## src/rtl/line_follow_fsm.sv

```systemverilog
// Line follower control FSM: N-sensor position error to registered wheel duty/direction.
// Optional duty ramping is enabled by defining LINE_FOLLOW_RAMP_EN.
module line_follow_fsm #(
    parameter int NUM_SENSORS    = 5,
    parameter int SPEED_W        = 8,
    parameter int MAX_SPEED      = 128,
    parameter int HALF_SPEED     = 64,
    parameter int STEP           = 32,
    parameter int LOST_TIMEOUT   = 4,
    parameter int SEARCH_TIMEOUT = 16
`ifdef LINE_FOLLOW_RAMP_EN
    ,
    parameter int RAMP_STEP      = 8
`endif
) (
    input  logic                   clk_i,
    input  logic                   rst_ni,
    input  logic                   enable_i,
    input  logic [NUM_SENSORS-1:0] sensors_i,
    output logic [SPEED_W-1:0]     speed_l_o,
    output logic [SPEED_W-1:0]     speed_r_o,
    output logic                   dir_l_o,
    output logic                   dir_r_o,
    output logic [2:0]             state_o,
    output logic                   line_lost_o,
    output logic                   halted_o
);

    localparam int IW  = $clog2(NUM_SENSORS);
    localparam int EW  = $clog2(2 * NUM_SENSORS) + 1;
    localparam int PW  = EW + SPEED_W;
    localparam int LCW = $clog2(LOST_TIMEOUT + 1);
    localparam int SCW = $clog2(SEARCH_TIMEOUT + 1);
    localparam logic [SPEED_W-1:0] MAX_C  = SPEED_W'(MAX_SPEED);
    localparam logic [SPEED_W-1:0] HALF_C = SPEED_W'(HALF_SPEED);

    typedef enum logic [2:0] {
        IDLE   = 3'd0,
        FOLLOW = 3'd1,
        LOST   = 3'd2,
        SEARCH = 3'd3,
        HALT   = 3'd4
    } state_t;

    typedef enum logic {
        RIGHT = 1'b0,
        LEFT  = 1'b1
    } side_t;

    state_t             state_q, state_d;
    side_t              lastSide_q, lastSide_d;
    logic [LCW-1:0]     lostCnt_q, lostCnt_d;
    logic [SCW-1:0]     searchCnt_q, searchCnt_d;
    logic [SPEED_W-1:0] speedL_q, speedL_d, speedR_q, speedR_d;
    logic               dirL_q, dirL_d, dirR_q, dirR_d;
    logic               lineLost_q, halted_q;

    logic [IW-1:0]        lo, hi;
    logic                 anyActive;
    logic signed [EW-1:0] err;
    logic [EW-1:0]        absErr;
    logic [PW-1:0]        prod;
    logic [SPEED_W-1:0]   corr, inner, corrL, corrR;
    logic [SPEED_W-1:0]   tgtL, tgtR;
    logic                 tgtDirL, tgtDirR, applyCorr, spin;

    // Line position from the outermost active sensors; a wide line still centres correctly.
    always_comb begin
        lo = '0;
        hi = '0;
        anyActive = 1'b0;
        for (int i = 0; i < NUM_SENSORS; i++) begin
            if (!sensors_i[i]) begin
                if (!anyActive) lo = IW'(i);
                hi = IW'(i);
                anyActive = 1'b1;
            end
        end
        err    = $signed(EW'(lo) + EW'(hi) - EW'(NUM_SENSORS - 1));
        absErr = err[EW-1] ? (~err + 1'b1) : err;
        prod   = PW'(absErr) * PW'(STEP);
        corr   = (prod >= PW'(MAX_SPEED)) ? MAX_C : prod[SPEED_W-1:0];
        inner  = MAX_C - corr;
        corrL  = (!err[EW-1] && err != '0) ? inner : MAX_C;
        corrR  = err[EW-1] ? inner : MAX_C;
    end

    always_comb begin
        state_d     = state_q;
        lastSide_d  = lastSide_q;
        lostCnt_d   = lostCnt_q;
        searchCnt_d = searchCnt_q;
        tgtL        = speedL_q;
        tgtR        = speedR_q;
        tgtDirL     = dirL_q;
        tgtDirR     = dirR_q;
        applyCorr   = 1'b0;
        spin        = 1'b0;
        if (!enable_i) begin
            state_d     = IDLE;
            lostCnt_d   = '0;
            searchCnt_d = '0;
            tgtL        = '0;
            tgtR        = '0;
            tgtDirL     = 1'b1;
            tgtDirR     = 1'b1;
        end else begin
            case (state_q)
                IDLE: begin
                    state_d = FOLLOW;
                    tgtL    = '0;
                    tgtR    = '0;
                    tgtDirL = 1'b1;
                    tgtDirR = 1'b1;
                end
                FOLLOW: begin
                    if (anyActive) begin
                        applyCorr = 1'b1;
                    end else begin
                        state_d   = LOST;
                        lostCnt_d = LCW'(1);
                    end
                end
                LOST: begin
                    // Reacquire is checked first so it beats a simultaneous timeout.
                    if (anyActive) begin
                        state_d   = FOLLOW;
                        lostCnt_d = '0;
                        applyCorr = 1'b1;
                    end else if (lostCnt_q == LCW'(LOST_TIMEOUT)) begin
                        state_d     = SEARCH;
                        lostCnt_d   = '0;
                        searchCnt_d = '0;
                        spin        = 1'b1;
                    end else begin
                        lostCnt_d = lostCnt_q + 1'b1;
                    end
                end
                SEARCH: begin
                    if (anyActive) begin
                        state_d     = FOLLOW;
                        searchCnt_d = '0;
                        applyCorr   = 1'b1;
                    end else begin
                        searchCnt_d = (searchCnt_q == SCW'(SEARCH_TIMEOUT)) ?
                                      searchCnt_q : searchCnt_q + 1'b1;
                        if (searchCnt_d == SCW'(SEARCH_TIMEOUT)) begin
                            state_d = HALT;
                            tgtL    = '0;
                            tgtR    = '0;
                            tgtDirL = 1'b1;
                            tgtDirR = 1'b1;
                        end else begin
                            spin = 1'b1;
                        end
                    end
                end
                HALT: begin
                    tgtL    = '0;
                    tgtR    = '0;
                    tgtDirL = 1'b1;
                    tgtDirR = 1'b1;
                end
                default: state_d = IDLE;
            endcase
            if (applyCorr) begin
                tgtL    = corrL;
                tgtR    = corrR;
                tgtDirL = 1'b1;
                tgtDirR = 1'b1;
                if (err != '0) lastSide_d = err[EW-1] ? RIGHT : LEFT;
            end
            if (spin) begin
                tgtL    = HALF_C;
                tgtR    = HALF_C;
                tgtDirL = (lastSide_q == RIGHT);
                tgtDirR = (lastSide_q == LEFT);
            end
        end
    end

`ifdef LINE_FOLLOW_RAMP_EN
    localparam logic [SPEED_W-1:0] RAMP_C = SPEED_W'(RAMP_STEP);

    function automatic logic [SPEED_W-1:0] rampTo(input logic [SPEED_W-1:0] cur,
                                                   input logic [SPEED_W-1:0] tgt);
        if (tgt > cur) return ((tgt - cur) > RAMP_C) ? cur + RAMP_C : tgt;
        else           return ((cur - tgt) > RAMP_C) ? cur - RAMP_C : tgt;
    endfunction

    // A wheel only flips direction once it has ramped down to standstill.
    always_comb begin
        speedL_d = rampTo(speedL_q, tgtL);
        speedR_d = rampTo(speedR_q, tgtR);
        dirL_d   = dirL_q;
        dirR_d   = dirR_q;
        if (tgtDirL != dirL_q) begin
            speedL_d = rampTo(speedL_q, '0);
            if (speedL_q == '0) dirL_d = tgtDirL;
        end
        if (tgtDirR != dirR_q) begin
            speedR_d = rampTo(speedR_q, '0);
            if (speedR_q == '0) dirR_d = tgtDirR;
        end
        if (!enable_i) begin
            speedL_d = '0;
            speedR_d = '0;
            dirL_d   = 1'b1;
            dirR_d   = 1'b1;
        end
    end
`else
    always_comb begin
        speedL_d = tgtL;
        speedR_d = tgtR;
        dirL_d   = tgtDirL;
        dirR_d   = tgtDirR;
    end
`endif

    always_ff @(posedge clk_i or negedge rst_ni) begin
        if (!rst_ni) begin
            state_q     <= IDLE;
            lastSide_q  <= RIGHT;
            lostCnt_q   <= '0;
            searchCnt_q <= '0;
            speedL_q    <= '0;
            speedR_q    <= '0;
            dirL_q      <= 1'b1;
            dirR_q      <= 1'b1;
            lineLost_q  <= 1'b0;
            halted_q    <= 1'b0;
        end else begin
            state_q     <= state_d;
            lastSide_q  <= lastSide_d;
            lostCnt_q   <= lostCnt_d;
            searchCnt_q <= searchCnt_d;
            speedL_q    <= speedL_d;
            speedR_q    <= speedR_d;
            dirL_q      <= dirL_d;
            dirR_q      <= dirR_d;
            lineLost_q  <= (state_d == LOST) || (state_d == SEARCH);
            halted_q    <= (state_d == HALT);
        end
    end

    assign speed_l_o   = speedL_q;
    assign speed_r_o   = speedR_q;
    assign dir_l_o     = dirL_q;
    assign dir_r_o     = dirR_q;
    assign state_o     = state_q;
    assign line_lost_o = lineLost_q;
    assign halted_o    = halted_q;

endmodule

```

## config.mk

```make
export PLATFORM = sky130hd
export DESIGN_NAME = line_follow_fsm
export DESIGN_NICKNAME = d
export VERILOG_FILES = /design/src/rtl/line_follow_fsm.sv
export SDC_FILE = /design/constraint.sdc
export NUM_CORES = 1
export LEC_CHECK = 0
export ABC_AREA = 1
export ABC_CLOCK_PERIOD_IN_PS = 1600
export CORE_UTILIZATION = 30
export DETAILED_ROUTE_END_ITERATION = 10
export SETUP_SLACK_MARGIN = 0.3
export SYNTH_ARGS = -nofsm -noshare
export SYNTH_HDL_FRONTEND = slang
export SYNTH_SLANG_ARGS = --single-unit
```

## constraint.sdc

```tcl
create_clock -name clk_i -period 1.6 [get_ports clk_i]
set_input_delay 0.32 -clock clk_i [delete_from_list [all_inputs] [get_ports clk_i]]
set_output_delay 0.32 -clock clk_i [all_outputs]
set_load 0.01 [all_outputs]
```

Word level (Yosys, flattened, before mapping)

Cells that the tools add are included.

$add $sub $neg: 6
Magnitude comparators: 1
Equality and inequality tests: 18
Multiplexer cells: 66
Bitwise operators: 2
Reduce and logical (&&, ||, !) cells: 11

Operators by type and width:

| kind                  | count |
|---|---|
| $mux W8               | 11 |
| $mux W3               | 19 |
| $mux W5               | 6 |
| $mux W1               | 24 |
| $pmux W8 S2           | 1 |
| $pmux W3 S5           | 1 |
| $eq A3 B2 Y1 const B  | 4 |
| $add A5 B1 Y5 const B | 2 |
| $eq A5 B5 Y1 const B  | 2 |
| $ge A10 B8 Y1 const B | 1 |
| $ne A5 B5 Y1 const B  | 2 |
| $pmux W5 S2           | 1 |
| $eq A3 B3 Y1 const B  | 3 |
| $ne A3 B3 Y1 const B  | 3 |
| $reduce_and A3 Y1     | 3 |
| $sub A8 B8 Y8 const A | 1 |
| $ne A3 B1 Y1 const B  | 2 |
| $pmux W3 S2           | 1 |
| $ne A5 B2 Y1 const B  | 1 |
| $not A5 Y5            | 1 |
| $reduce_bool A5 Y1    | 1 |
| $sub A4 B3 Y5 const B | 1 |
| $add A3 B3 Y4         | 1 |
| $pmux W1 S2           | 2 |
| 10 further kinds      | 10 |

Bits in registers: 32
Input port bits: 8
Output and inout port bits: 23
Word-level logic and storage cells: 114

Logic depth before layout (Yosys ltp)

Depth after elaboration: 20
Depth in mapped cells: 19
Gate-level depth less buffers: 19

Worst setup path after synthesis

Ideal clock, no wire load.

Path type: input to register
Start point: in sensors_i[4]
End point: reg speedL_q[6] (netlist: speed_l_o[6])
Library setup time: 0.116 ns
Arrival: 2.305 ns
Required time: 1.484 ns
Path slack: -0.821 ns
Cell stages on the path: 16
Path buffers: 0
Cell sequence: inv_1 > nor2_1 > ha_1 > ha_1 > inv_1 > ha_1 > o21ai_0 > nand3_1 > nand3_1 > nor2_1 > inv_1 > ha_1 > nand3_1 > nand2_1 > nand2_1 > nand2_1

Word-level cells in the longest chain between the ends: 13

RTL lines:

| item                   | RTL line | text |
|---|---|---|
| start: declaration     | 19       | `input logic [NUM_SENSORS-1:0] sensors_i,` |
| $mux W3                | 73       | `if (!sensors_i[i]) begin` |
| $add A3 B3 Y4          | 79       | `err = $signed(EW'(lo) + EW'(hi) - EW'(NUM_SENSORS - 1));` |
| $sub A4 B3 Y5          | 79       |  |
| $not A5 Y5             | 80       | `absErr = err[EW-1] ? (~err + 1'b1) : err;` |
| $add A5 B1 Y5          | 80       |  |
| $mux W5                | 80       |  |
| $ge A10 B8 Y1          | 82       | `corr = (prod >= PW'(MAX_SPEED)) ? MAX_C : prod[SPEED_W-1:0];` |
| $mux W8                | 82       |  |
| $sub A8 B8 Y8          | 83       | `inner = MAX_C - corr;` |
| $mux W8                | 84       | `corrL = (!err[EW-1] && err != '0) ? inner : MAX_C;` |
| $mux W8                | 166      | `if (applyCorr) begin` |
| $mux W8                | 173      | `if (spin) begin` |
| $mux W8                | 99       | `if (!enable_i) begin` |
| end signal: assignment | 238      | `speedL_q <= speedL_d;` |
| end: declaration       | 54       | `logic [SPEED_W-1:0] speedL_q, speedL_d, speedR_q, speedR_d;` |

Several ways; a longest one is shown, not always the timed one. The select of a mux whose other input is x is not followed.
A chain may end at the register's enable or synchronous reset.

Worst setup path in the final report

Start point: in sensors_i[4]
End point: reg speedL_q[7] (netlist: speed_l_o[7])

Same word-level chain as after synthesis.

==> flow_summary.toml <==
[route]
wl_mm = 4.85
drc = 0
dr.pass1.iters = 4
vias = 1743
postRouteAntennaNets = 0
vias_per_cell = 4.59
drt-initial-drc-count = 49
wl_per_cell_um = 12.8

[logic_synthesis]
avgSynthCellArea_um2 = 7.55
yosys_warnings = 0
synth_top_area_cell = "dfrtp_1"
synthCells = 222
yosysTopAreaCellShare_pct = 29.9
syn-cell-area_mm2 = 0.00168
ys_types = 31
synth_area_leaders = "dfrtp_1 (30%), nand2_1 (13%), ha_1 (8.2%), inv_1 (6.5%), nand3_1 (5.1%)"
ys_seq_area_share_pct = 33.0
synth_seq_cells = 22

[cts]
clk_latency_ns = 0.27
cts_tree = "built"
clk_pin_slew_ns = 0.09
cts_sinks = 22
cts.htree.levels = 1
numCtsBuffers = 3
cts_buffer_depth = 2
clock-root-buffer = "clkbuf_8"
hold_buffers = 0

[finish]
final_nets = 330
fin_util_pct = 55.8
fillers = 455
area_growth_pct = 74.3
layout.cells.non_filler = 380
num_antenna_cells = 0
drive_gt1_share_pct = 55.2

[timing]
hold_viol = 0
fin_crit_ns = 2.17
setup_ws_ns = -0.566
rsz0062_at_grt = "yes"
max_freq_mhz = 462
finalSetupViolCount = 12
hold_ws_ns = 0.399
finalCritPeriodShare_pct = 135
fin_worst_skew_ns = 0.0106
maxSlewViolCount = 0

[run_status]
status = "finished, violations left"
violations = "setup timing"

[die]
die-height_um = 76.8
dieArea_mm2 = 0.00589
start_util_pct = 32.0
core_mm2 = 0.00524
rows = 26
ios = 31
die_x_um = 76.8

[power_and_ir_drop]
p_clk_share_pct = 23.4
finalPower_w = 0.00157
ir_worst_vdd_mv = 0.396
p_int_w = 0.00106
seqPwrFrac_pct = 37.7
power.share.combinational_pct = 38.8
switchingPower_w = 0.000509
switching_share_pct = 32.4
power.leakage_nw = 1.41
p_per_area_mw_per_mm2 = 537

[critical_path]
cpMaxStageDelayCell = "xnor2_4"
crit_top_cell = "ha_4"
cp_max_fo = 3
crit_type = "input pin to register"
critPathBufInv = 5
worstSetupEndpointType = "register"
cp_cell_sequence = "buf_8, clkinvlp_4, nor2_4, ha_4, buf_6, ha_4, xnor2_4, inv_2, nand2_4, nand3_4, nor2_4, inv_2, ha_4, nand4_1, nand3_1, nand3_1, nand2_1"
required_ns = 1.76
cp_slowest_stage_delay_ns = 0.23
startpoint_type = "input pin"
cp_top_family = "simple AND/OR/NAND/NOR gates"
worstPathArrival_ns = 2.32

[job]
drv_cap = 0

[placement]
io_buffers = 20
dp_cells = 342
gp_congestion = 0.830
hpwl_mm = 2.85

[worst_hold_path]
min-delay-path-class = "input pin to async pin"

[global_routing]
grt_usage_pct = 15.1
grt_max_degree = 23
grt-ovfl-total = 0
grt_pass1_vias = 1650
antenna_found_initial = 0
grt_pass1_wl_mm = 7.21
metrics by stage:
step	instance area, µm²	setup WS, ns	setup TNS, ns
2_1_floorplan	1760	-0.731	-3.54
3_3_place_gp	2200	-1.38	-12.12
3_5_place_dp	2200	-1.46	-13.10
4_1_cts	2540	-0.643	-4.10
5_1_grt	2920	-0.656	-5.42
6_report	2920	-0.566	-3.94
power groups by stage:
| stage | combinational [W] | clock [W] | sequential, W |
|---|---|---|---|
| detailed placement | 0.000356 | 0 | 0.000605 |
| global route | 0.000662 | 0.000412 | 0.000596 |
| finish | 0.000610 | 0.000368 | 0.000593 |
| global placement | 0.000349 | 0 | 0.000605 |
| CTS | 0.000439 | 0.000377 | 0.000593 |
| floorplan | 0.000216 | 0 | 0.000611 |
what timing repair did:
action                                  in CTS  in global routing
pin swaps                                   33                 35
hold endpoints to repair                     0                  0
gates resized for setup                     89                 72
setup buffers                               21                 13
endpoints found under the setup margin      35                 23
cells in the final DEF (no fill, tap or decap), drive strengths merged:
cell	n
a21boi	6
a21oi	3
a31oi	1
buf	75
clkbuf	4
clkdlybuf4s15	1
clkdlybuf4s50	2
clkinvlp	1
conb	10
dfrtp	20
dfstp	2
dlygate4sd2	8
ha	11
inv	31
nand2	66
nand3	21
nand4	6
nor2	18
nor3	6
o211ai	1
o21ai	11
o22ai	1
o32ai	1
o41ai	1
or2	2
xnor2	1
cell type report:
class                   count  area (µm²)  share of cell area, %
multi-input cells         166        1330                   45.5
repair buffers             86         764                   26.2
flip-flops and latches     22         556                   19.0
inverters                  32         139                   4.75
well taps                  70        87.6                   3.00
clock buffers               4        45.0                   1.54
final timing paths:
kind | start | to | slack [ns] | depth (start not counted)
setup / recovery | sensors_i[4] | speed_l_o[7] | -0.57 | 17
hold / removal | rst_ni | lostCnt_q[0] | 0.40 | 2
setup reg to reg | searchCnt_q[0] | speed_r_o[6] | -0.08 | 14
hold reg to reg | dir_r_o | dir_r_o | 0.45 | 2
max in group asynchronous | rst_ni | dir_l_o | 0.90 | 2
min in group clk_i | dir_r_o | dir_r_o | 0.45 | 2
registers in the layout, summed over array words and instances, names as in the netlist:
| register | cells |
|---|---|
| lostCnt_q | 3 |
| halted_o | 1 |
| searchCnt_q | 5 |
| dir_r_o | 1 |
| line_lost_o | 1 |
| state_o | 3 |
| speed_r_o | 3 |
| dir_l_o | 1 |
| lastSide_q | 1 |
| speed_l_o | 3 |
logic make-up after synthesis:
group                    after synthesis  synth area share (%)
AO/OA/AOI/OAI                         25                  9.33
AND/OR/NAND/NOR                      119                  36.6
buffers and inverters                 43                  12.1
other                                  1                 0.224
adder cells (fa/ha/maj)               11                  8.21
XOR/XNOR                               1                 0.522
flip-flops                            22                  33.0
per-layer routing:
metal | vias up | wire length (µm) | GRT usage [%]
li1 | 872 | - | -
met1 | 843 | 1910 | 16.7
met2 | 22 | 2760 | 29.1
met3 | 6 | 68 | 1.55
met4 | 0 | 109 | 6.15
met5 | - | 0 | 0
Yosys cell counts (all sizes together):
cell type	number
nand2	66
nand3	21
a21boi	6
conb	1
o211ai	1
dfrtp	20
inv	32
xnor2	1
ha	11
nand4	6
o22ai	1
dfstp	2
a31oi	1
clkbuf	1
a21oi	3
o21ai	11
buf	10
nor3	6
o41ai	1
nor2	18
o32ai	1
or2	2
Note: power is estimated with default switching activity, not from simulation.
